--- src/rtl/approx_addsub_pipe.sv ---
// Two-stage approximate add/sub: LOA-style lower part of runtime length, exact upper part.
// An exact shadow sum flags every result that differs and feeds a saturating error counter.
module approx_addsub_pipe #(
  parameter int W       = 16,
  parameter int LPL_MAX = 8,
  parameter int CNT_W   = 16,
  localparam int LW     = $clog2(LPL_MAX + 1)
) (
  input  logic             i_clk,
  input  logic             i_rst_n,
  input  logic             i_in_valid,
  output logic             o_in_ready,
  input  logic             i_add_sub,
  input  logic [W-1:0]     i_in1,
  input  logic [W-1:0]     i_in2,
  input  logic [LW-1:0]    i_lpl,
  output logic             o_out_valid,
  input  logic             i_out_ready,
  output logic [W:0]       o_res,
  output logic             o_err_flag,
  output logic [CNT_W-1:0] o_err_cnt,
  input  logic             i_clr_cnt
);

  // r_vld_pipe[1] = S1 occupied, r_vld_pipe[2] = S2 occupied (out_valid)
  logic [2:1]       r_vld_pipe;
  logic [W-1:0]     r_s1_a;
  logic [W-1:0]     r_s1_b;
  logic [LW-1:0]    r_s1_l;
  logic [W:0]       r_res;
  logic             r_err;
  logic [CNT_W-1:0] r_cnt;

  logic             w_s2_load;
  logic             w_s1_load;
  logic             w_out_xfer;
  logic [W-1:0]     w_in2s;
  logic [LW-1:0]    w_l_clamp;
  logic [W:0]       w_a;
  logic [W:0]       w_b;
  logic [W:0]       w_lo_mask;
  logic [W:0]       w_top_lo;
  logic             w_c;
  logic [W:0]       w_cin;
  logic [W:0]       w_hi;
  logic [W:0]       w_approx;
  logic [W:0]       w_exact;

  assign w_s2_load  = !r_vld_pipe[2] || i_out_ready;
  assign w_s1_load  = !r_vld_pipe[1] || w_s2_load;
  assign w_out_xfer = r_vld_pipe[2] && i_out_ready;
  assign o_in_ready = w_s1_load;

  assign w_in2s    = i_add_sub ? (~i_in2 + W'(1)) : i_in2;
  assign w_l_clamp = (i_lpl > LW'(LPL_MAX)) ? LW'(LPL_MAX) : i_lpl;

  always_ff @(posedge i_clk) begin
    if (!i_rst_n) begin
      r_vld_pipe[1] <= 1'b0;
      r_s1_a        <= '0;
      r_s1_b        <= '0;
      r_s1_l        <= '0;
    end else if (w_s1_load) begin
      r_vld_pipe[1] <= i_in_valid;
      if (i_in_valid) begin
        r_s1_a <= i_in1;
        r_s1_b <= w_in2s;
        r_s1_l <= w_l_clamp;
      end
    end
  end

  // Lower L bits are OR'd; bit L-1's AND becomes the carry into the exact upper adder.
  // w_top_lo isolates bit L-1 of the mask, so L=0 naturally yields no carry and no OR part.
  assign w_a       = {1'b0, r_s1_a};
  assign w_b       = {1'b0, r_s1_b};
  assign w_lo_mask = ~({(W+1){1'b1}} << r_s1_l);
  assign w_top_lo  = w_lo_mask ^ (w_lo_mask >> 1);
  assign w_c       = |(w_a & w_b & w_top_lo);
  assign w_cin     = w_c ? (w_top_lo << 1) : '0;
  assign w_hi      = (w_a & ~w_lo_mask) + (w_b & ~w_lo_mask) + w_cin;
  assign w_approx  = w_hi | ((w_a | w_b) & w_lo_mask);
  assign w_exact   = w_a + w_b;

  always_ff @(posedge i_clk) begin
    if (!i_rst_n) begin
      r_vld_pipe[2] <= 1'b0;
      r_res         <= '0;
      r_err         <= 1'b0;
    end else if (w_s2_load) begin
      r_vld_pipe[2] <= r_vld_pipe[1];
      if (r_vld_pipe[1]) begin
        r_res <= w_approx;
        r_err <= (w_approx != w_exact);
      end
    end
  end

  // Clear wins over a coincident erroneous transfer.
  always_ff @(posedge i_clk) begin
    if (!i_rst_n)
      r_cnt <= '0;
    else if (i_clr_cnt)
      r_cnt <= '0;
    else if (w_out_xfer && r_err && !(&r_cnt))
      r_cnt <= r_cnt + CNT_W'(1);
  end

  assign o_out_valid = r_vld_pipe[2];
  assign o_res       = r_res;
  assign o_err_flag  = r_err;
  assign o_err_cnt   = r_cnt;

endmodule

--- config.mk ---
export PLATFORM = sky130hd
export DESIGN_NAME = approx_addsub_pipe
export DESIGN_NICKNAME = d
export VERILOG_FILES = /design/src/rtl/approx_addsub_pipe.sv
export SDC_FILE = /design/constraint.sdc
export NUM_CORES = 1
export LEC_CHECK = 0
export ABC_AREA = 1
export ABC_CLOCK_PERIOD_IN_PS = 2970
export CAP_MARGIN = 20
export CORE_ASPECT_RATIO = 0.75
export CORE_MARGIN = 2
export CORE_UTILIZATION = 52
export CTS_CLUSTER_SIZE = 20
export DETAILED_ROUTE_END_ITERATION = 7
export PLACE_DENSITY = 0.74
export SYNTH_ARGS = -nofsm -noshare
export SYNTH_HDL_FRONTEND = slang
export SYNTH_SLANG_ARGS = --single-unit
--- constraint.sdc ---
create_clock -name i_clk -period 2.97 [get_ports i_clk]
set_input_delay 0.297 -clock i_clk [delete_from_list [all_inputs] [get_ports i_clk]]
set_output_delay 0.297 -clock i_clk [all_outputs]
set_load 0.03 [all_outputs]
=== Yosys cells after proc, flatten, opt, wreduce, memory -nomap -nowiden ===
Index checks and enable logic that the tools add are counted.

* $add $sub $neg: 5
* Order comparisons: 1
* Equality and inequality tests: 1
* Shift operators: 1
* Muxes and demuxes: 3
* Bitwise gates (word level): 12
* Reductions and logical operators: 13

{| class="wikitable"
|+ Operator list
! operator !! number
|-
| $and 16x17->17 || 4
|-
| $add 17x17->17 || 2
|-
| $not 17->17 || 2
|-
| $add 16x1->16 const B || 2
|-
| $add 16x16->17 || 1
|-
| $mux 17 || 1
|-
| $ne 17x17->1 || 1
|-
| $or 17x17->17 || 1
|-
| $reduce_or 17->1 || 1
|-
| $shl 17x4->17 const A || 1
|-
| $xor 17x16->17 || 1
|-
| $and 16x16->16 || 1
|-
| $mux 16 || 1
|-
| $not 16->16 || 1
|-
| $or 16x16->16 || 1
|-
| $reduce_and 16->1 || 1
|-
| $gt 4x4->1 const B || 1
|-
| $mux 4 || 1
|-
| $reduce_and 2->1 || 2
|-
| $logic_and 1x1->1 || 3
|-
| $logic_not 1->1 || 3
|-
| $logic_or 1x1->1 || 2
|-
| $reduce_or 2->1 || 1
|-
| $not 1->1 || 1
|}

* Register bits: 72
* Bits of input ports: 42
* Output and inout bits: 36
* Word-level logic and storage cells: 44

=== Logic depth before layout (Yosys ltp) ===
Gate-level depths: netlist of run 1.

* Word-level depth: 9
* Depth in mapped cells: 25

=== Worst setup path before layout of run 1 ===
Ideal clock, no wire load.

* Path kind: reg-to-reg
* Start point: register r_s1_l[2]
* End point: register r_err (netlist: o_err_flag)
* Library setup time: 0.109 ns
* Arrival time: 2.872 ns
* Path slack: -0.011 ns
* Stages on the path, launching flop included: 23
* Buffers on the path: 0
* Cells stage by stage: dfxtp_1 > nor2_4 > nand2_1 > nor3_1 > fa_1 > ha_1 > fa_1 > nand2_1 > nand3_1 > nand3_1 > nand2_1 > nand2_1 > nand3_1 > nand2_1 > inv_1 > nand2_1 > nand2_1 > nor2_1 > nand2_1 > clkinv_1 > nand3_1 > nand2_1 > inv_1

* Cells in the longest elaborated chain, start to end: 9
* Elaborated cells between the ends (all ways): 14
* Classes of those cells: add/sub (2); eq/ne (1); shift (1); mux (1); bitwise (8); reduce/logical (1)

{| class="wikitable"
|+ Ends and longest elaborated chain
! item !! RTL line !! text
|-
| from (decl) || 29 || <nowiki>logic [LW-1:0] r_s1_l;</nowiki>
|-
| from (signal assigned) || 68 || <nowiki>r_s1_l <= w_l_clamp;</nowiki>
|-
| $shl 17x4->17 (*) || 77 || <nowiki>assign w_lo_mask = ~({(W+1){1'b1}} << r_s1_l);</nowiki>
|-
| $not 17->17 (*) || 77 ||
|-
| branches (longest 5 deep; another with $add 17x17->17) || n/a ||
|-
| $or 17x17->17 (*) || 82 || <nowiki>assign w_approx = w_hi | ((w_a | w_b) & w_lo_mask);</nowiki>
|-
| $ne 17x17->1 (*) || 94 || <nowiki>r_err <= (w_approx != w_exact);</nowiki>
|-
| to (signal assigned) || 94 ||
|-
| to (decl) || 31 || <nowiki>logic r_err;</nowiki>
|}

Mark *: on every way between the ends.
A chain may end at the register's enable or synchronous reset.

=== Worst setup path after layout of run 1 ===
Same ends and word-level chain as after synthesis.

==> results.cfg, run 1 <==
[timing]
holdWs_ps = 474.1
clock.fmax_mhz = 315.4
hold_viol = 0
slew_headroom = 0.4805
rsz0062_at_grt = true
period_minus_slack_ps = 3170
finalSetupTns_ps = -277.0
setup_ws_ps = -200.4
slew_viol_final = 0
tightest_slew_ps = 776.3
fin_skew_ps = 7.941
finalCritPeriodShare = 1.067
finalSetupViolCount = 2

[drt]
drt_wl_total_um = 20570
antenna_left = 0
vias = 7172
wl_per_cell_um = 14.56
drtIter0Drc = 438
dr.pass1.iters = 5
viasPerCell = 5.076
route.detailed.drc = 0

[clocking]
clock_path_buffers = 2
tritoncts = done
clk_pin_slew_ps = 70
numCtsBuffers = 9
cts_max_level = 3
cts.sinks = 72
clockRootBuffer = clkbuf_16
worstSkewPairLatency_ps = 340

[logic_synthesis]
syn_nets = 1177
synth.yosys.seq_area_share = 0.2217
synth-edff-count = 0
yosys_warnings = 0
yosys_most_used_dff = dfxtp_1
postSynthAreaPerCell_um2 = 6.082
synth_cell_types = 44
syn_area_um2 = 6501
synthArstFlopShare = 0
synth_seq_cells = 72
syn_inst = 1069

[floorplanning]
coreArea_um2 = 12260
fp.dieH_um = 100.8
fp.dieW_um = 133.1
io-pin-count = 78
initial_utilization = 0.5302
dieArea_um2 = 13420
rows = 35

[setup_path]
critical_path_class = flip-flop to flip-flop
critPathMaxFanout = 5
worstPathArrival_ps = 3410
cp.required_ps = 3210
end_kind = flip-flop
start_kind = flip-flop

[place]
gp_congestion = 0.9635
dp_worst_setup_slack_ps = -408.7
dpl.hpwl_um = 15590
dp_cells = 1385
port_buffers = 77

[layout]
n_antenna_cell = 0
layout-drive-gt1-share = 0.2229
stdcell_count = 1413
nets = 1350
areaGrowthSynthToFinish_pct = 39.90

[power]
peakVddDrop_v = 0.0003114
power_per_cell_area_nw_per_um2 = 408.2
leakagePower_nw = 4.598
finalPower_mw = 3.713

[global_route]
grt_overflow_total = 0
grt_max_degree = 45
grt_pass1_wl_um = 32590
grt_usage = 0.3087
antenna_found_initial = 0
grt_pass1_vias = 6618

[run_status]
failed_checks = setup timing
outcome = complete, but fails checks

[min_path]
min_path_type = flip-flop to flip-flop

[run]
cap_violations = 0
[through the flow]
| step | utilization | area [um^2] |
|---|---|---|
| after floorplan | - | 6506 |
| after CTS | 0.7171 | 8793 |
| after global placement | 0.6600 | 8093 |
| final | 0.7417 | 9095 |
| after global routing | 0.7417 | 9095 |
| after detailed placement | 0.6600 | 8093 |
[logic make-up after synthesis]
logic type | after synthesis | share of synthesized area
fa+ha+maj | 66 | 0.1467
buf+inv | 246 | 0.1438
simple gates | 531 | 0.3470
compound gates | 138 | 0.1182
flops | 72 | 0.2217
xor+xnor | 16 | 0.02271
[report_power, final]
part	leakage (nW)	internal [mW]	switching, mW
sequential	0.596	1.02	0.0429
combinational	3.84	0.600	0.791
clock	0.166	0.774	0.482
[state kept, by name, summed over array words and instances (netlist names)]
register / flops
o_res: 17
o_out_valid: 1
r_s1_l: 4
o_err_cnt: 16
o_err_flag: 1
r_s1_a: 16
r_vld_pipe: 1
r_s1_b: 16
[cell usage after synthesis, drive strengths merged (11+ instances only)]
cell type,count,area [um^2]
nand3b,11,82.58
xor2,11,103.9
nand4,12,75.07
nor3,21,120.1
inv,224,840.8
a21oi,61,316.6
ha,49,613.1
nand3,55,280.3
o21ai,59,310.3
fa,17,340.3
clkbuf,14,52.55
dfxtp,72,1441
nor2,100,395.4
nand2,318,1214
[layout make-up]
type | instances | area, um^2
repair buffers | 181 | 1574
fillers | 1028 | 3167
multi-input cells | 751 | 4658
flip-flops and latches | 72 | 1456
clock buffers | 10 | 239.0
clock inverters | 6 | 97.59
well taps | 166 | 207.7
inverters | 227 | 862.1
[cells in the final DEF, fill, tap and decap left out, types with 4 or more instances in the layout]
cell type        instances
inv_1                  192
nand4_1                 12
nand2_2                 38
o21ai_0                 45
clkbuf_16                9
o221ai_1                 4
nor3_1                  13
buf_6                    6
nand3b_1                11
nand3_1                 42
nor3_2                   6
ha_1                    35
o21ai_2                  4
ha_4                    13
nand2_4                  8
dfxtp_1                 66
o211ai_1                 7
o21ai_1                  9
fa_1                    15
a21oi_1                 49
inv_6                    4
buf_4                   98
nand3_2                 11
xor2_1                  10
nor2_1                  83
clkdlybuf4s50_1         77
nand2_1                272
xnor2_1                  5
a21oi_2                 11
inv_2                   29
nor2_2                   9
nor2_4                   8
or2_1                    6
[per-layer routing]
layer | global-route usage | vias up | part of all wire
met1 | 0.4411 | 3243 | 0.49
li1 | - | 3651 | -
met3 | 0.08648 | 37 | 0.082
met4 | 0.08183 | 0 | 0.019
met2 | 0.4587 | 241 | 0.41
met5 | 0 | - | 0
[final timing paths]
kind,start,end,slack [ps],depth (start not counted)
worst min register to register,o_err_cnt[13],o_err_cnt[13],470,2
worst max register to register,r_s1_l[2],o_err_flag,-200,21
worst max-delay path,r_s1_l[2],o_err_flag,-200,21
worst min-delay path,o_err_cnt[13],o_err_cnt[13],470,2
[repair_timing]
action | 4_1_cts | 5_1_grt
buffers inserted | 6 | 6
pin swaps | 27 | 43
hold buffers | 0 | 0
setup endpoints to repair | 11 | 12
gates resized for setup | 70 | 85
[critical path, stage by stage, from the launching register on]
cell     delay, ps
dfxtp_4        370
nor2_4         160
nand2_2         90
inv_2           90
nand2_2         60
fa_1           560
inv_2           60
fa_2           430
buf_4          160
xnor2_1        110
o21ai_1        110
inv_1           80
nand3_1         70
nand2_1         50
nor2_1         110
nand2_1         90
nor2_2         100
nand3_1         80
nor2_1          90
nand3_1         80
nand2_1         70
inv_1           40
Power figures use the tool's default switching activity.
==> run 2, diff against run 1 <==
ABC_AREA = not set   (was 1)
MAX_ROUTING_LAYER = met4   (was not set)
==> run 2 against run 1 <==
Compared with the run above:
- the flow still finishes with violations (setup timing)
- critical path type unchanged
- final cell count is 14% lower
- flip-flop and latch count stayed put
- via count is 3.2% lower
- clock skew is 5.1 ps higher
- non-clock buffer count is 66 higher
- highest routed layer unchanged
==> results.cfg, run 2 <==
[drt]
antenna_left = 0
drtIter0Drc = 520
dr.pass1.iters = 5
wl_per_cell_um = 17.85
vias = 6939
drt_wl_total_um = 21740
route.detailed.drc = 0
viasPerCell = 5.697

[global_route]
grt_usage = 0.3344
grt_pass1_vias = 6608
antenna_found_initial = 0
grt_overflow_total = 0
grt_max_degree = 58
grt_pass1_wl_um = 33780

[clocking]
numCtsBuffers = 9
tritoncts = done
cts.sinks = 72
clock_path_buffers = 2
cts_hold_buf = 0
clockRootBuffer = clkbuf_16
worstSkewPairLatency_ps = 330
clk_pin_slew_ps = 60
cts_max_level = 3

[floorplanning]
coreArea_um2 = 11780
fp.dieH_um = 99.91
dieArea_um2 = 13180
io-pin-count = 78
fp.dieW_um = 131.9
initial_utilization = 0.5412
rows = 34

[place]
port_buffers = 77
dp_cells = 1193
dpl.hpwl_um = 16980
gp_congestion = 1.010

[timing]
slew_viol_final = 0
rsz0062_at_grt = true
clock.fmax_mhz = 262.9
period_minus_slack_ps = 3804
finalCritPeriodShare = 1.281
finalSetupViolCount = 11
tightest_slew_ps = 933.5
slew_headroom = 0.3776
holdWs_ps = 460.6
fin_skew_ps = 13.00
hold_viol = 0
setup_ws_ps = -834.0

[logic_synthesis]
syn_area_um2 = 6377
yosys_warnings = 0
synth_seq_cells = 72
synth-edff-count = 0
post-synth-top-count-cell = nand2_1
synth_cell_types = 70
synth_top_area_share = 0.2260
yosys.area.top_type = dfxtp_1
synthArstFlopShare = 0
syn_nets = 944
synthTopCellsByArea = dfxtp_1 23%, ha_1 9.6%, nand2_1 6.8%
synth.yosys.seq_area_share = 0.2260
syn_inst = 836
netlist_top_cells_count = 116 x nand2_1, 72 x dfxtp_1, 66 x inv_1
yosys_most_used_dff = dfxtp_1
postSynthAreaPerCell_um2 = 7.628

[run_status]
outcome = complete, but fails checks
failed_checks = setup timing

[layout]
layout_common_cells = 162 x buf_4, 113 x nand2_1, 77 x clkdlybuf4s50_1, 67 x dfxtp_1, 64 x inv_1
layout-drive-gt1-share = 0.2557
areaGrowthSynthToFinish_pct = 45.11
final_util = 0.7853
mostFrequentLayoutCell = buf_4
n_antenna_cell = 0
nets = 1159
stdcell_count = 1218
largest_reg_flops = 17

[setup_path]
worstPathArrival_ps = 4030
end_kind = flip-flop
critPathMaxFanout = 11
cp.required_ps = 3190
start_kind = flip-flop
critical_path_class = flip-flop to flip-flop

[power]
leakagePower_nw = 4.088
finalPower_mw = 3.492
peakVddDrop_v = 0.0003338
power_per_cell_area_nw_per_um2 = 377.3

[min_path]
min_path_type = flip-flop to flip-flop

[run]
cap_violations = 0
-- run 2: cell count changes after synthesis, sizes merged, moves of 11 or more --
cell | before | now
o21ai | 59 | 42
and3 | 0 | 14
and2 | 1 | 22
xnor2 | 5 | 26
nand3 | 55 | 28
a21oi | 61 | 33
xor2 | 11 | 25
nand2 | 318 | 117
clkbuf | 14 | 37
o211a | 0 | 17
inv | 224 | 66
a21boi | 0 | 23
nor2b | 0 | 11
nor2 | 100 | 58
-- run 2: timing repair --
action,in CTS,in global routing
setup endpoints to repair,14,14
setup buffers,2,8
pin swaps,5,15
resized for setup,18,65
-- run 2: worst paths after layout --
check                     to  cells after the start       from  slack, ps
setup reg to reg  o_err_flag                     15  r_s1_l[1]       -830
hold / removal     o_res[16]                      2  o_res[16]        460
setup / recovery  o_err_flag                     15  r_s1_l[1]       -830
hold reg to reg    o_res[16]                      2  o_res[16]        460
-- run 2: cell families (layout without fill, tap and decap cells) --
logic type | Yosys count | after routing | synth area share
simple gates | 337 | 337 | 0.2633
compound gates | 198 | 198 | 0.2193
buf+inv | 109 | 329 | 0.06514
flops | 72 | 72 | 0.2260
fa+ha+maj | 66 | 66 | 0.1495
xor+xnor | 52 | 52 | 0.07357
mux | 2 | 2 | 0.003139
-- run 2: through the flow --
stage               instance area (um^2)  setup WS [ps]  TNS (ps)
floorplan                           6611         -748.8     -1811
global placement                    8532         -959.2     -6273
detailed placement                  8532          -1017     -7262
CTS                                 8937         -838.1     -5467
global route                        9254          -1045     -6484
finish                              9254         -834.0     -4906
-- run 2: area by class of cell --
| type | count | area [um^2] |
|---|---|---|
| sequential | 72 | 1458 |
| clock buffer | 11 | 232.7 |
| clock inverter | 5 | 81.33 |
| multi-input combinational | 655 | 4955 |
| fill | 817 | 2530 |
| timing repair buffer | 247 | 2077 |
| inverter | 66 | 247.7 |
| tap | 162 | 202.7 |
-- run 2: critical path, cell delays in order (launching register included) --
cell and delay (ps):
dfxtp_4 400, a211oi_4 300, nand2_1 120, fa_1 510, inv_2 60, fa_2 420
a211o_1 320, a21oi_4 200, buf_6 130, a211oi_1 60, o221ai_1 190, or4b_4 490
xor2_1 140, nand2_1 70, nor4_1 220, nor2_1 60
-- run 2: routing by layer --
layer | global-route usage | routed length (um)
met5 | - | 0
met4 | 0.06689 | 336
met3 | 0.07828 | 1961
met2 | 0.4836 | 9009
met1 | 0.4770 | 10440
-- run 2: power by group --
part / internal [mW] / switching, mW
logic: 0.625 / 0.638
registers: 1.01 / 0.0524
clock network: 0.737 / 0.425
==> run 3, diff against run 2 <==
ABC_CLOCK_PERIOD_IN_PS = 4400   (was 2970)
CORE_UTILIZATION = 65   (was 52)
DONT_BUFFER_PORTS = 1   (was not set)
GPL_TIMING_DRIVEN = 0   (was not set)
PLACE_DENSITY = 0.77   (was 0.74)
clock period = 4.4 ns   (was 2.97 ns; I/O delays follow)
==> run 3 against run 2 <==
Compared with the run above:
- the flow now finishes without violations
- global-route usage grew 5.2 points
- die area shrank 19%
- clock-buffer cell count shrank 2
- clock skew shrank 6.8 ps
- flip-flop and latch count is the same
==> results.cfg, run 3 (same netlist as run 2, synthesis figures left out) <==
[power]
peakVddDrop_v = 0.0003151
p_clk_frac = 0.352
power_per_cell_area_nw_per_um2 = 292.8
p_switching_mw = 0.7083
finalPower_mw = 2.071
swShare = 0.3419
leakagePower_nw = 2.997
seqPwrFrac = 0.364
comb_power_share = 0.284
p_int_mw = 1.363

[timing]
period_minus_slack_ps = 4246
fin_skew_ps = 6.177
finalCritPeriodShare = 0.9651
clock.fmax_mhz = 235.5
finalSetupTns_ps = 0
slew_headroom = 0.5118
finalSetupViolCount = 0
hold_viol = 0
tightest_slew_ps = 724.7
slew_viol_final = 0

[setup_path]
critPathMaxStageDelay_ps = 500
end_kind = flip-flop
critPathMaxFanout = 10
start_kind = flip-flop
worst_path_max_delay_cell = a2111oi_2
cp.required_ps = 4610
path_cells = buf_6, buf_8, nor2_4, and3_1, fa_1, ha_2, fa_2, a211o_1, a21oi_4, a2111oi_0, a2111oi_2, a21oi_1, a311oi_2, o2111ai_1, nor4_2, nor2_1
critical_path_class = flip-flop to flip-flop
worstPathArrival_ps = 4460

[place]
port_buffers = 0
dpl.hpwl_um = 15500
postPlaceCellArea_um2 = 6543
gp_congestion = 0.9601

[global_route]
use_met2 = 0.5636
grt_util_met1 = 0.5365
grt_max_degree = 14
grt_use_met3 = 0.1091
antenna_found_initial = 0
grt_overflow_total = 0
grt-busiest-layer = met2
grt_usage = 0.3865
grt_pass1_wl_um = 31730
grt_pass1_vias = 6033

[layout]
areaGrowthSynthToFinish_pct = 10.93
stdcell_area_um2 = 7074
largest_reg_flops = 17
final_util = 0.7384
nets = 955
layout-drive-gt1-share = 0.08578
mostFrequentLayoutCell = nand2_1
layout_common_cells = 116 x nand2_1, 70 x dfxtp_1, 66 x inv_1, 55 x nor2_1, 46 x ha_1
n_antenna_cell = 0

[drt]
drt_wl_total_um = 20130
vias = 6412
viasPerCell = 6.523
antenna_left = 0
drtIter0Drc = 775
route.detailed.drc = 0
wl_per_cell_um = 20.48
dr.pass1.iters = 5

[clocking]
clockRootBuffer = clkbuf_16
clock_path_buffers = 2
numCtsBuffers = 9
cts.sinks = 72
tritoncts = done
clk_pin_slew_ps = 60
cts_max_level = 3
cts_hold_buf = 0
worstSkewPairLatency_ps = 330

[floorplanning]
rows = 31
initial_utilization = 0.6657
fp.dieH_um = 89.78
coreArea_um2 = 9580
dieArea_um2 = 10630
fp.dieW_um = 118.4
io-pin-count = 78

[run]
cap_violations = 0

[run_status]
outcome = finished, final reports clean

[min_path]
min_path_type = input port to flip-flop
## run 3: cell count changes in the layout (fill, tap and decap cells not counted), sizes merged
| cell | before | now |
|---|---|---|
| buf | 170 | 13 |
| bufinv | 2 | 1 |
| clkbuf | 11 | 39 |
| clkdlybuf4s50 | 77 | 0 |
| clkinv | 2 | 1 |
| clkinvlp | 1 | 2 |
| inv | 66 | 68 |
## run 3: worst paths after layout
| check | startpoint | end | slack [ps] | cells past startpoint |
|---|---|---|---|---|
| worst max-delay path | r_s1_l[2] | o_err_flag | 150 | 16 |
| worst min-delay path | i_in1[11] | r_s1_a[11] | 250 | 2 |
| worst max register to register | r_s1_l[2] | o_err_flag | 150 | 16 |
| worst min register to register | r_s1_a[12] | r_s1_a[12] | 520 | 2 |
## run 3: routing by layer
layer  vias to the layer above  wire length (um)
li1                       2938                 -
met5                         -                 0
met2                       361              8687
met4                         0               288
met3                        30              2430
met1                      3083              8728
## run 3: worst max-delay path: cells and delay by family (launching register included)
family / cells / cell delay [ps]
AND/OR/NAND/NOR: 4 / 540
buffers and inverters: 2 / 320
AO/OA/AOI/OAI: 7 / 1790
flip-flops: 1 / 360
adder cells (fa/ha/maj): 3 / 1110
## run 3: power groups by stage
stage               clock (mW)  sequential [mW]  combinational [mW]
finish                   0.729            0.754               0.589
global route             0.757            0.755               0.644
CTS                      0.725            0.750               0.548
detailed placement           0            0.763               0.526
global placement             0            0.761               0.509
floorplan                    0            0.745               0.402
## run 3: area by class of cell
cell class | instances | area, um^2
buffer | 39 | 206.4
timing repair buffer | 4 | 33.78
sequential | 72 | 1444
multi-input combinational | 655 | 4684
clock buffer | 9 | 225.2
tap | 132 | 165.2
fill | 735 | 2506
inverter | 66 | 247.7
clock inverter | 6 | 67.56
## run 3: metrics by stage
stage	worst slack, ps	std cells	hold slack [ps]
floorplan	236.8	836	460.9
global placement	-769.6	968	486.3
detailed placement	-810.3	968	500.1
CTS	17.62	983	248.4
global route	-22.96	983	252.4
finish	153.6	983	252.4
## run 3: timing repair
action                     4_1_cts  5_1_grt
buffers inserted                 2        2
gates resized for setup         32       37
pin swaps                        5        4
setup endpoints to repair        4        2
